--- config.mk ---
export PLATFORM = sky130hd
export DESIGN_NAME = ipsxe_floating_point_fp_cmp
export DESIGN_NICKNAME = d
export VERILOG_FILES = /design/src/rtl/ipsxe_floating_point_checker_pkg.sv /design/src/rtl/ipsxe_floating_point_fp_cmp.sv
export SDC_FILE = /design/constraint.sdc
export NUM_CORES = 1
export LEC_CHECK = 0
export CAP_MARGIN = 20
export CORE_MARGIN = 8
export CORE_UTILIZATION = 22
export DETAILED_ROUTE_END_ITERATION = 6
export PLACE_DENSITY = 0.88
export SLEW_MARGIN = 5
export SYNTH_ARGS = -nofsm -noshare
export SYNTH_HDL_FRONTEND = slang
export SYNTH_SLANG_ARGS = --single-unit
--- constraint.sdc ---
create_clock -name vclk -period 2.96
set_clock_uncertainty 0.15 [all_clocks]
set_input_delay 0.444 -clock vclk [all_inputs]
set_output_delay 0.444 -clock vclk [all_outputs]
set_load 0.02 [all_outputs]
--- src/rtl/ipsxe_floating_point_checker_pkg.sv ---
// Shared types and helpers for the floating-point golden checker.
// is_nan works on any width up to 64 bits; callers zero-extend their operand.
package ipsxe_floating_point_checker_pkg;

  typedef enum logic [1:0] {
    IDLE  = 2'd0,
    FETCH = 2'd1,
    WAIT  = 2'd2,
    DONE  = 2'd3
  } state_t;

  // Exponent all ones with a non-zero mantissa; widths select the field split.
  function automatic logic is_nan(input logic [63:0] v,
                                  input int unsigned exp_w,
                                  input int unsigned man_w);
    logic [63:0] man_mask;
    logic [63:0] exp_mask;
    man_mask = (64'd1 << man_w) - 64'd1;
    exp_mask = ((64'd1 << exp_w) - 64'd1) << man_w;
    return ((v & exp_mask) == exp_mask) && ((v & man_mask) != 64'd0);
  endfunction

endpackage

--- src/rtl/ipsxe_floating_point_fp_cmp.sv ---
// Combinational equality of two floating-point words (a = golden, b = result).
// IPSXE_FLOATING_POINT_NAN_LOOSE_EN lets a golden NaN match any NaN result.
module ipsxe_floating_point_fp_cmp
  import ipsxe_floating_point_checker_pkg::*;
#(
  parameter  int EXP_WIDTH = 8,
  parameter  int MAN_WIDTH = 23,
  localparam int W         = 1 + EXP_WIDTH + MAN_WIDTH
) (
  input  logic [W-1:0] a,
  input  logic [W-1:0] b,
  output logic         match
);

`ifdef IPSXE_FLOATING_POINT_NAN_LOOSE_EN
  logic w_a_nan;
  logic w_b_nan;

  assign w_a_nan = is_nan(64'(a), EXP_WIDTH, MAN_WIDTH);
  assign w_b_nan = is_nan(64'(b), EXP_WIDTH, MAN_WIDTH);
  assign match   = (w_a_nan && w_b_nan) || (a == b);
`else
  assign match = (a == b);
`endif

endmodule

==> summary.md <==
| Metric | Value |
|---|---|
| Worst path arrival time | 2210 ps |
| Worst setup SP type | primary input |
| VDD IR-drop max | 0.0616 mV |
| Largest net degree at the start of global routing | 2 |
| Via density | 4.40 |
| Final Setup Violations | 0 |
| Core ar. | 0.00149 mm² |
| Slew Limit Fails | 0 |
| Power density over the cells | 123 mW/mm² |
| Die height | roughly 56 µm |
| Unique masters post-synth | 4 |
| Hpwl dp | 1620 µm |
| GRT Total Usage | 9.96% |
| Worst Setup EP | match |
| Global-route wire length before repair | 2690 µm |
| Final min period | 2800 ps |
| Worst path top cell family by delay | buffers and inverters |
| Initial antenna violation count | 0 |
| DIE WIDTH | 55.7 µm |
| Worst setup EP type | output pin |
| Fin Setup TNS | 0 ps |
| Critical path launch point | b[1] |
| Fin. Hold Viols | 0 |
| Maxcap violations | 0 |
| Gr ovfl total | 0 |
| Leak Pwr | 0.395 nW |
| Slowest CP cell | clkdlybuf4s50_1 |
| Vias in the first global route | roughly 640 |
| Antenna viol nets, final | 0 |
| CP dominant cell by count | clkdlybuf4s50_1 |
| Fillers | 133 |
| Pre-CTS setup slack | around 140 ps |
| Relative slew slack | 80.3% |
| WP buf/inv | 2 |
| Hold Path Class | in -> out |
| First-pass detailed-route iteration total | 2 |
| Final #Nets | ~170 |
| Seq cells | 0 |
| Least-Margin Pin Slew | a little under 300 ps |
| Mapped Area | 347 µm² |
| Hold buffers post-CTS | 0 |
| Worst-path cell chain | clkdlybuf4s50_1 > xor2_1 > nor4_1 > nand4_1 > nor2_1 > clkdlybuf4s50_1 |
| DRT iter0 DRCs | 3 |
| Period utilisation layout | a little over nine tenths |
| Port Buffers | 65 |
| CP Data Required Time | ~2400 ps |
| Post-CTS Setup Bufs | 0 |
| Die footprint | between 0.003 and 0.004 mm² |
| Total number of yosys warnings | 0 |
| FMAX | 357 MHz |
| Post-synthesis sequential area ratio | 0% |
| Site row count | 14 |
| Routed Wire Length | 1650 µm |
| RSZ-0062 raised after global routing | no |
| Syn_nets | 107 |
| Gates resized, CTS repair | 0 |
| Setup slack after layout | 155 ps |
| I/O pin total | 65 |
| Critical path's largest stage delay | 610 ps |
| Avg Cell Area, Syn | a little over 8 µm² |
| Status | complete, no violations |
| Routability cong. | 0.675 |
| Vias | between 500 and 600 |
| Top cells by area, synth | xor2_1 81%, nor4_1 14%, nand4_1 3.6%, nor2_1 1.1% |
| Post-synth top area share | 80.9% |
| WS Path Type | in -> out |
| Area Overhead vs Synth | 194% |
| Syn Inst Count | 43 |
| WL/cell | 13.3 µm |
| Starting density of the core | a little under a quarter |
| Storage element area | 0 µm² |
| DRC | 0 |
| CP max FO | 1 |
| Ratio of cells with drive above 1 in the final layout | 0% |
| Synth area leader | xor2_1 |
| Number of diodes | 0 |
| CLK BUF | 0 |
| Cell depth of the worst setup path | 6 |
worst min-delay path by stage:
stage,start,slack (ps),endpoint,depth (start not counted)
finish,a[2],1980,match,6
floorplan,a[20],1040,match,4
detailed placement,a[2],1970,match,6
global route,a[16],2020,match,6
CTS,a[2],1980,match,6
global placement,a[2],1970,match,6
metal layers:
layer | share of wire, % | routed length (µm) | up-vias | GRT usage, %
li1 | - | - | 279 | -
met3 | 11 | 177 | 0 | 3.20
met1 | 33 | 548 | 233 | 9.91
met2 | 56 | 923 | 33 | 20.2
met4 | 0 | 0 | 0 | 0
met5 | 0 | 0 | - | 0
metrics by stage:
step | power [mW] | util, % | area (µm²) | instances | hold slack, ps
after global routing | 0.135 | 68.3 | 1020 | 124 | 2020
final | 0.125 | 68.3 | 1020 | 124 | 1980
after detailed placement | 0.126 | 68.3 | 1020 | 124 | 1970
after global placement | 0.124 | 68.3 | 1020 | 124 | 1970
after floorplan | 0.0306 | - | 347 | 43 | 1040
after CTS | 0.126 | 68.3 | 1020 | 124 | 1980
logic make-up (layout without fill, tap and decap cells):
group | Yosys count | after routing | synth area share [%]
XOR/XNOR | 32 | 32 | 80.9
buffers and inverters | 0 | 65 | 0
AND/OR/NAND/NOR | 11 | 11 | 19.1
cell usage after synthesis (all sizes together):
cell type	instances
nor4	8
nand4	2
nor2	1
xor2	32
final cells by class:
type               count  area, µm²  area share [%]
multi-input cells     43        347            34.1
well taps             16       20.0            1.97
repair buffers        65        651            64.0
power by group:
group	switching [mW]	leakage (nW)	internal, mW
clock	0	0	0
combinational	0.0318	0.395	0.0933
sequential	0	0	0
cells in the final DEF (no fill, tap or decap):
cell type         n
clkdlybuf4s50_1  65
nand4_1           2
nor2_1            1
nor4_1            8
xor2_1           32
Note: power is estimated with default switching activity, not from simulation.
